**config.mk**
```make
export PLATFORM = sky130hd
export DESIGN_NAME = mem_arbiter_rr
export DESIGN_NICKNAME = d
export VERILOG_FILES = /design/src/rtl/mem_arbiter_rr.sv
export SDC_FILE = /design/constraint.sdc
export NUM_CORES = 1
export LEC_CHECK = 0
export ABC_AREA = 1
export CAP_MARGIN = 20
export CORE_AREA = 2 2 542 544
export CTS_CLUSTER_DIAMETER = 80
export CTS_CLUSTER_SIZE = 16
export DETAILED_ROUTE_END_ITERATION = 8
export DIE_AREA = 0 0 544 546
export GPL_ROUTABILITY_DRIVEN = 0
export PLACE_DENSITY = 0.3
export SETUP_SLACK_MARGIN = 0.15
export SYNTH_ARGS = -nofsm -noshare
export SYNTH_HDL_FRONTEND = slang
export SYNTH_SLANG_ARGS = --single-unit
```
**constraint.sdc**
```tcl
create_clock -name clk -period 54.1 [get_ports clk]
set_input_delay 5.41 -clock clk [delete_from_list [all_inputs] [get_ports clk]]
set_output_delay 5.41 -clock clk [all_outputs]
set_load 0.01 [all_outputs]
```
**src/rtl/mem_arbiter_rr.sv**
```systemverilog
// mem_arbiter_rr: arbitrates N line-cache ports onto one cacheline adapter, one transaction at a time.
// Build option MEM_ARBITER_RR_EN selects round-robin grants; without it the lowest-index requester wins.
module mem_arbiter_rr #(
  parameter int N_PORTS = 2,
  parameter int LINE_W  = 256,
  parameter int ADDR_W  = 32
) (
  input  logic                      clk,
  input  logic                      rst,
  input  logic [N_PORTS-1:0]        req_read_i,
  input  logic [N_PORTS-1:0]        req_write_i,
  input  logic [N_PORTS*ADDR_W-1:0] req_addr_i,
  input  logic [N_PORTS*LINE_W-1:0] req_wdata_i,
  output logic [LINE_W-1:0]         req_rdata_o,
  output logic [N_PORTS-1:0]        req_resp_o,
  output logic                      mem_read_o,
  output logic                      mem_write_o,
  output logic [ADDR_W-1:0]         mem_addr_o,
  output logic [LINE_W-1:0]         mem_wdata_o,
  input  logic [LINE_W-1:0]         mem_rdata_i,
  input  logic                      mem_resp_i
);
  localparam int PTR_W = (N_PORTS > 1) ? $clog2(N_PORTS) : 1;

  typedef enum logic [1:0] {IDLE = 2'd0, BUSY = 2'd1, ACK = 2'd2} state_t;

  state_t             state_r, state_nxt_s;
  logic [PTR_W-1:0]   grant_r, grant_nxt_s;
  logic               mem_read_r, mem_read_nxt_s;
  logic               mem_write_r, mem_write_nxt_s;
  logic [ADDR_W-1:0]  addr_r, addr_nxt_s;
  logic [LINE_W-1:0]  wdata_r, wdata_nxt_s;
  logic [LINE_W-1:0]  rdata_r, rdata_nxt_s;
  logic [N_PORTS-1:0] resp_r, resp_nxt_s;
`ifdef MEM_ARBITER_RR_EN
  logic [PTR_W-1:0]   ptr_r, ptr_nxt_s;
`endif

  logic [N_PORTS-1:0] req_any_s;
  logic               any_req_s;
  int                 cand_s;
  logic [PTR_W-1:0]   sel_s;
  logic               sel_write_s;
  logic [ADDR_W-1:0]  sel_addr_s;
  logic [LINE_W-1:0]  sel_wdata_s;
  logic [N_PORTS-1:0] grant_onehot_s;

  // Grant selection: scanning from the far end leaves the first requester in search order as winner.
  always_comb begin
    req_any_s = req_read_i | req_write_i;
    any_req_s = |req_any_s;
    sel_s     = '0;
    cand_s    = 0;
    for (int k = N_PORTS - 1; k >= 0; k--) begin
`ifdef MEM_ARBITER_RR_EN
      cand_s = (int'(ptr_r) + k >= N_PORTS) ? int'(ptr_r) + k - N_PORTS : int'(ptr_r) + k;
`else
      cand_s = k;
`endif
      sel_s = req_any_s[cand_s] ? PTR_W'(cand_s) : sel_s;
    end
    sel_write_s    = 1'b0;
    sel_addr_s     = '0;
    sel_wdata_s    = '0;
    grant_onehot_s = '0;
    for (int i = 0; i < N_PORTS; i++) begin
      sel_write_s       = (sel_s == PTR_W'(i)) ? req_write_i[i] : sel_write_s;
      sel_addr_s        = (sel_s == PTR_W'(i)) ? req_addr_i[i*ADDR_W +: ADDR_W] : sel_addr_s;
      sel_wdata_s       = (sel_s == PTR_W'(i)) ? req_wdata_i[i*LINE_W +: LINE_W] : sel_wdata_s;
      grant_onehot_s[i] = (grant_r == PTR_W'(i));
    end
  end

  // Next-state and next-output logic; a write request overrides a simultaneous read.
  always_comb begin
    state_nxt_s     = state_r;
    grant_nxt_s     = grant_r;
    mem_read_nxt_s  = mem_read_r;
    mem_write_nxt_s = mem_write_r;
    addr_nxt_s      = addr_r;
    wdata_nxt_s     = wdata_r;
    rdata_nxt_s     = rdata_r;
    resp_nxt_s      = '0;
`ifdef MEM_ARBITER_RR_EN
    ptr_nxt_s       = ptr_r;
`endif
    case (state_r)
      IDLE: begin
        if (any_req_s) begin
          grant_nxt_s     = sel_s;
          mem_write_nxt_s = sel_write_s;
          mem_read_nxt_s  = ~sel_write_s;
          addr_nxt_s      = sel_addr_s;
          wdata_nxt_s     = sel_wdata_s;
`ifdef MEM_ARBITER_RR_EN
          ptr_nxt_s       = (int'(sel_s) + 1 >= N_PORTS) ? '0 : sel_s + PTR_W'(1);
`endif
          state_nxt_s     = BUSY;
        end else begin
          state_nxt_s = IDLE;
        end
      end
      BUSY: begin
        if (mem_resp_i) begin
          mem_read_nxt_s  = 1'b0;
          mem_write_nxt_s = 1'b0;
          rdata_nxt_s     = mem_read_r ? mem_rdata_i : rdata_r;
          resp_nxt_s      = grant_onehot_s;
          state_nxt_s     = ACK;
        end else begin
          state_nxt_s = BUSY;
        end
      end
      ACK: begin
        state_nxt_s = IDLE;
      end
      default: begin
        mem_read_nxt_s  = 1'b0;
        mem_write_nxt_s = 1'b0;
        state_nxt_s     = IDLE;
      end
    endcase
  end

  // State and output registers; reset abandons any in-flight transaction without a response.
  always_ff @(posedge clk or posedge rst) begin
    if (rst) begin
      state_r     <= IDLE;
      grant_r     <= '0;
      mem_read_r  <= 1'b0;
      mem_write_r <= 1'b0;
      addr_r      <= '0;
      wdata_r     <= '0;
      rdata_r     <= '0;
      resp_r      <= '0;
`ifdef MEM_ARBITER_RR_EN
      ptr_r       <= '0;
`endif
    end else begin
      state_r     <= state_nxt_s;
      grant_r     <= grant_nxt_s;
      mem_read_r  <= mem_read_nxt_s;
      mem_write_r <= mem_write_nxt_s;
      addr_r      <= addr_nxt_s;
      wdata_r     <= wdata_nxt_s;
      rdata_r     <= rdata_nxt_s;
      resp_r      <= resp_nxt_s;
`ifdef MEM_ARBITER_RR_EN
      ptr_r       <= ptr_nxt_s;
`endif
    end
  end

  assign req_rdata_o = rdata_r;
  assign req_resp_o  = resp_r;
  assign mem_read_o  = mem_read_r;
  assign mem_write_o = mem_write_r;
  assign mem_addr_o  = addr_r;
  assign mem_wdata_o = wdata_r;

endmodule

```
**Yosys cells after proc, flatten, opt, wreduce, memory -nomap -nowiden**

Index checks and enable logic that the tools add are counted.

- Bits in registers: 551
- Bits in latches: 0
- Memory bits (writable): 0
- Bits in read-only memories: 0
- Bits of input ports: 839
- Output and inout bits: 548
- Word-level logic and storage cells: 36
- Memories kept: 0

- Add/sub/neg operators: 0
- Multiply operators: 0
- Div/mod/pow operators: 0
- Order comparisons: 0
- Equality and inequality tests: 4
- Shift operators: 0
- Mux-type cells: 15
- Bitwise operators: 4
- Reduce and logical (&&, ||, !) cells: 5

Operators with widths:

| kind | number |
|---|---|
| 256-bit 2-to-1 mux | 1 |
| 32-bit 2-to-1 mux | 1 |
| 1-bit 2-to-1 mux | 7 |
| 2-bit 2-to-1 mux | 3 |
| 1-bit one-hot mux with 3 select lines | 2 |
| 3-bit AND reduction | 2 |
| 2-bit inequality test, second input constant | 2 |
| 2-bit one-hot mux with 2 select lines | 1 |
| 1-bit inverter | 3 |
| 2-bit by 1-bit == test with 1-bit output, second input constant | 1 |
| 2-bit == test, second input constant | 1 |
| 2-bit logical NOT | 1 |
| 2-bit bitwise OR | 1 |
| 2-bit AND reduction | 1 |
| 2-bit OR reduction | 1 |

**Longest topological paths before layout**

Gate-level depths: netlist (run 1).

- Word-level depth: 7
- Depth in mapped cells: 9
- Depth with buffers taken out: 7

**Worst setup path before layout (run 1)**

OpenSTA, ideal clock, no wires.

- Path kind: input to register
- Start point: input port req_write_i[0]
- End point: register wdata_r[0], in the netlist mem_wdata_o[0]
- Library setup time: 0.116 ns
- Arrival time: 6.220 ns
- Data required time: 53.984 ns
- Slack: 47.764 ns
- Stages: 9
- Buffers on the path: 3
- Cells stage by stage: nor2_2 buf_4 nand2_4 buf_6 buf_2 nand2_1 nand2_1 nand2_1 nand2_1

- Word-level cells in the longest chain between the ends: 3
- Elaborated cells between the ends (all ways): 5
- Classes of those cells: mux (2); bitwise (1); reduce/logical (2)

RTL lines:

| item | line | text |
|---|---|---|
| start, declared | 11 | `input logic [N_PORTS-1:0] req_write_i,` |
| 2-bit bitwise OR (*) | 50 | `req_any_s = req_read_i \| req_write_i;` |
| 1-bit 2-to-1 mux / 2-bit OR reduction (equally long branches) | 60, 51 |  |
| 256-bit 2-to-1 mux / 2-bit AND reduction (equally long branches) | - |  |
| end signal, assigned | 145 | `wdata_r <= wdata_nxt_s;` |
| end, declared | 32 | `logic [LINE_W-1:0] wdata_r, wdata_nxt_s;` |

Mark *: on every way between the ends. The rest lies on a longest branch, timed or not.
A chain may end at the register's enable or synchronous reset.

==> results.json, run 1 <==
{
  "io_pins": 1387,
  "arrival_ns": 9.50,
  "core_area_um2": 292000,
  "maxCapViolCount": 0,
  "ir_drop_uv": 20.2,
  "synth_common_cells": "nand2_1, dfrtp_1, nand3_1",
  "worst_pin_slew_ns": 1.08,
  "relSlewSlack": 0.283,
  "cp_num_buf_inv": 6,
  "die_h_um": 546,
  "die_w_um": 544,
  "critPathMaxStageDelay_ns": 0.82,
  "rows": 199,
  "grt_pass1_wl_mm": 263,
  "antenna_found_initial": 120,
  "path_clk_slew_ns": 0.05,
  "drc": 0,
  "die_area_um2": 297000,
  "power_leakage_nw": 21.2,
  "worstPathMaxFanout": 69,
  "ys_ff_latch": 551,
  "cts_htree_levels": 3,
  "cts-buffers-inserted": 85,
  "powerDensity_nw_per_um2": 53.6,
  "clockBufferDepth": 4,
  "crit_top_cell": "buf_4",
  "numClockSinks": 551,
  "cp_top_family": "buffers and inverters",
  "tritoncts": "built",
  "clock_latency_ns": 0.79,
  "dr.pass1.iters": 6,
  "fin_total_pwr_mw": 2.47,
  "postCtsHoldBufs": 0,
  "end_kind": "async pin",
  "nets": 5423,
  "start_util": 0.0867,
  "fin_setup_tns_ns": 0,
  "cts_resized": 0,
  "viasPerCell": 3.14,
  "holdCritPathClass": "flop to flop",
  "finalMaxSlewViolations": 0,
  "cp_slowest_cell": "buf_4",
  "root_buffer": "clkbuf_16",
  "period_share": 0.161,
  "fillers": 33200,
  "syn_area_um2": 25300,
  "postSynthCellCount": 3293,
  "status": "completed",
  "crit_type": "input port to async pin",
  "start_kind": "input port",
  "syn_to_final_growth_pct": 82.1,
  "yosys-top-cells-area": "dfrtp_1, nand2_1, nand3_1, o21ai_1, inv_1",
  "yosys.cell_types.count": 21,
  "multi_input_area_um2": 9280,
  "ys_async_sr_fraction": 1.00,
  "grt_pass1_vias": 27800,
  "synth_edf_count": 0,
  "dp_hpwl_mm": 161,
  "vias": 27000,
  "drt_iter0_drc": 1608,
  "cp.required_ns": 54.87,
  "drtAntennaViolNets": 0,
  "grt_max_degree": 139,
  "syn_avg_cell_area_um2": 7.69,
  "wl_per_cell_um": 23.3,
  "setup_violations": 0,
  "synth.top_cell.area_share": 0.545,
  "regArea_um2": 13800,
  "yosysSeqAreaShare": 0.545,
  "synth_top_area_cell": "dfrtp_1",
  "cts_setup_buffers": 0,
  "yosys_warnings": 0,
  "overflow": 0,
  "period_minus_slack_ns": 8.74,
  "numPortBuffers": 1386,
  "fmax_mhz": 114,
  "ys.flop_type": "dfrtp_1",
  "hold_viol": 0,
  "drive_gt1_frac": 0.0400,
  "synth.most_common_cell": "nand2_1",
  "crit_chain": "clkdlybuf4s50_1, inv_8, buf_4, buf_4, buf_4, buf_4",
  "syn-num-nets": 4132,
  "finalClockSkew_ns": 0.0467,
  "rsz0062_at_grt": "false",
  "grt_usage": 0.130,
  "routed_wirelength_mm": 200
}
-- layout make-up --
cell class	instances	share of cell area
inverter	264	0.0219
clock inverter	53	0.0152
antenna	19	0.00103
tap	3919	0.106
multi-input combinational	2265	0.201
timing repair buffer	1417	0.306
clock buffer	97	0.0486
sequential	551	0.299
-- logic make-up after synthesis --
kind of cell    count (synthesis)  synth area share
simple gates                 2005             0.314
flops                         551             0.545
buf+inv                       477            0.0902
compound gates                260            0.0516
-- worst paths after layout --
check                           cells past startpoint          endpoint  slack (ns)       start
worst max register to register                      8  req_rdata_o[111]       50.38  state_r[0]
worst max-delay path                                6  mem_wdata_o[216]       45.36         rst
max in group clk                                    7  req_rdata_o[111]       45.74  mem_resp_i
min in group asynchronous                           2  mem_wdata_o[252]        5.11         rst
worst min-delay path                                1     req_resp_o[0]        0.45     grant_r
worst min register to register                      1     req_resp_o[0]        0.45     grant_r
-- report_power, final --
| group | internal (mW) | switching (mW) | leakage, nW |
|---|---|---|---|
| clock | 0.345 | 0.254 | 1.44 |
| combinational | 0.502 | 0.609 | 12.9 |
| sequential | 0.615 | 0.145 | 6.90 |
-- state kept, by name, summed over array words and instances, names as in the netlist --
register,flops
grant_r,1
mem_addr_o,32
mem_read_o,1
mem_wdata_o,256
mem_write_o,1
req_rdata_o,256
req_resp_o,2
state_r,2
-- layer usage --
metal,vias up,part of all wire,wire length [um],GRT usage
met1,12600,0.41,82000,0.155
met2,1230,0.43,86800,0.203
met4,72,0.023,4510,0.0277
met5,-,0.0022,446,0
met3,297,0.13,26300,0.0731
li1,12800,-,-,-
-- stage by stage --
step / area (um2) / utilization / setup WS [ns] / std cells / hold slack (ns)
global placement: 43100 / 0.148 / 44.30 / 8416 / 0.445
detailed placement: 43100 / 0.148 / 44.25 / 8416 / 0.446
CTS: 46000 / 0.158 / 45.13 / 8566 / 0.464
global route: 46100 / 0.158 / 44.76 / 8568 / 0.485
finish: 46100 / 0.158 / 45.36 / 8585 / 0.454
floorplan: 25300 / - / 33.28 / 3293 / 0.424
-- worst register-to-register path: cells and delay by family (launching register included) --
family                 cells  cell delay, ns
buffers and inverters      4            2.62
AND/OR/NAND/NOR            3            0.47
flip-flops                 1            0.43
AO/OA/AOI/OAI              1            0.13
-- layout by cell type (no fill, tap or decap) --
master / netlist / final
o21ai_1: 257 / 257
clkinv_2: 0 / 8
bufinv_16: 0 / 8
dfrtp_1: 551 / 551
buf_4: 38 / 30
clkinvlp_4: 0 / 2
buf_12: 0 / 1
clkinv_8: 0 / 12
o21ai_0: 1 / 1
diode_2: 0 / 19
clkbuf_8: 0 / 7
clkinv_4: 0 / 7
o31ai_1: 1 / 1
o21bai_1: 1 / 1
inv_1: 262 / 261
inv_6: 0 / 10
nand3_1: 290 / 290
nand3_4: 1 / 1
nor2_4: 2 / 3
inv_2: 1 / 1
inv_8: 0 / 8
clkbuf_1: 15 / 5
clkbuf_16: 0 / 85
nor2_1: 4 / 4
nand2_1: 1704 / 1704
clkdlybuf4s50_1: 0 / 1386
nand2_8: 0 / 3
No activity file was read; power rests on OpenSTA's default activity.
==> run 2, diff against run 1 <==
Settings changed: CORE_AREA 2 2 542 544 to 2 2 543 545, DIE_AREA 0 0 544 546 to 0 0 545 547.
Clock period 54.1 ns to 7.05 ns, I/O delays scaled along.
==> run 2 against run 1 <==
Flip-flop and latch count is the same. Combinational power grew to 7.9 times the previous value. Final cell count shrank 0.21%. Global-route usage grew 0.44 points. First-iteration DRC count shrank 2.5%. Sequential share of layout area grew 0.24 points. Total power grew to 7.5 times the previous value. Worst hold slack lost 0.072 ns. Register-to-register slack lost 46 ns. Die area grew 0.37%. Core utilization shrank 0.15 points. Largest power group unchanged.
==> results.json, run 2 (same netlist as run 1, synthesis figures left out) <==
{
  "numPortBuffers": 1386,
  "grt_pass1_wl_mm": 271,
  "r2r-end": "req_rdata_o[13]",
  "dp_hpwl_mm": 169,
  "grt_usage": 0.135,
  "ff2ff_setup_slack_ns": 3.93,
  "antenna_found_initial": 111,
  "hold_viol": 0,
  "start_util": 0.0865,
  "finalClockSkew_ns": 0.0649,
  "fmax_mhz": 308,
  "power_leakage_nw": 21.0,
  "io_pins": 1387,
  "period_minus_slack_ns": 3.24,
  "status": "completed",
  "end_kind": "flop",
  "start_kind": "input port",
  "clockBufferDepth": 4,
  "layout_common_cells": "nand2_1, clkdlybuf4s50_1, dfrtp_1",
  "r2r_start": "state_r[0]",
  "relSlewSlack": 0.254,
  "maxCapViolCount": 0,
  "ir_drop_uv": 333,
  "grt_max_degree": 197,
  "setup_violations": 0,
  "layout_commonest_cell": "nand2_1",
  "fin_total_pwr_mw": 18.6,
  "nets": 5414,
  "die_h_um": 547,
  "powerDensity_nw_per_um2": 406,
  "period_share": 0.460,
  "root_buffer": "clkbuf_16",
  "dp_slack_ns": 3.08,
  "rows": 199,
  "drc": 0,
  "path_clk_slew_ns": 0.06,
  "dr.pass1.iters": 5,
  "cts-buffers-inserted": 77,
  "rsz0062_at_grt": "false",
  "clock_latency_ns": 0.78,
  "numClockSinks": 551,
  "viasPerCell": 3.16,
  "die_area_um2": 298000,
  "arrival_ns": 3.90,
  "cp.required_ns": 7.70,
  "finalMaxSlewViolations": 0,
  "syn_to_final_growth_pct": 80.6,
  "routed_wirelength_mm": 209,
  "worst_pin_slew_ns": 1.12,
  "vias": 27000,
  "setup_ws_ns": 3.81,
  "cts_resized": 0,
  "overflow": 0,
  "cts_setup_buffers": 0,
  "postCtsHoldBufs": 0,
  "reg2reg_depth": 7,
  "wl_per_cell_um": 24.4,
  "drtAntennaViolNets": 0,
  "tritoncts": "built",
  "fillers": 33200,
  "holdCritPathClass": "input port to async pin",
  "crit_type": "input port to flop",
  "worstPathMaxFanout": 139,
  "drive_gt1_frac": 0.0367,
  "placed_cells": 8415,
  "die_w_um": 545,
  "grt_pass1_vias": 27900,
  "drt_iter0_drc": 1568,
  "core_area_um2": 293000,
  "stdcell_count": 8567,
  "cts_htree_levels": 3,
  "hold_slack_ns": 0.382
}
-- run 2: cell types whose count changed in the layout (fill, tap and decap cells not counted), moves of 6 or more --
| cell | before | now |
|---|---|---|
| buf_12 | 1 | 10 |
| bufinv_16 | 8 | 2 |
| clkinvlp_4 | 2 | 9 |
| clkinv_8 | 12 | 6 |
| buf_4 | 30 | 20 |
| inv_6 | 10 | 16 |
| clkbuf_16 | 85 | 78 |
-- run 2: how the worst max path moves through the flow --
stage | end | from | slack, ns | cells after the start
after CTS | mem_wdata_o[130] | req_read_i[0] | 3.88 | 8
after detailed placement | mem_wdata_o[173] | req_read_i[0] | 3.08 | 8
after global placement | mem_wdata_o[152] | req_read_i[0] | 3.10 | 8
after global routing | req_rdata_o[51] | state_r[0] | 3.59 | 7
after floorplan | grant_r | rst | -1.15 | 1
final | mem_wdata_o[155] | req_read_i[0] | 3.81 | 8
-- run 2: worst max-delay path, stage by stage --
cell and delay, ns:
clkdlybuf4s50_1 0.54, nor2_4 0.33, nand2_1 0.24, nand2_8 0.29
buf_12 0.62, buf_4 0.67, nand2_1 0.11, nand2_1 0.11
-- run 2: metrics by stage --
step           utilization  instance area [um2]  TNS (ns)
3_5_place_dp         0.148                43200         0
2_1_floorplan            -                25300   -635.21
3_3_place_gp         0.148                43200         0
4_1_cts              0.156                45700         0
6_report             0.156                45700         0
5_1_grt              0.156                45700         0
-- run 2: layout make-up --
class                           instances  area (um2)  share of cell area
Timing Repair Buffer                 1416       14200               0.311
Sequential cell                       551       13800               0.302
Multi-Input combinational cell       2265        9280               0.203
Tap cell                             3919        4900               0.107
Clock buffer                           84        2000              0.0438
Inverter                              264        1010              0.0220
Clock inverter                         49         475              0.0104
Antenna cell                           19        47.5             0.00104
-- run 2: per-layer routing --
metal | global-route usage | vias to the layer above | share of wire
li1 | - | 12700 | -
met1 | 0.152 | 12800 | 0.39
met2 | 0.216 | 1188 | 0.45
met3 | 0.0864 | 255 | 0.15
met4 | 0.0225 | 90 | 0.016
met5 | 0 | - | 0.0028
-- run 2: report_power, final --
part / switching, mW / internal [mW]
registers: 1.09 / 4.72
logic: 4.86 / 3.87
clock network: 1.85 / 2.19
total: 7.81 / 10.8
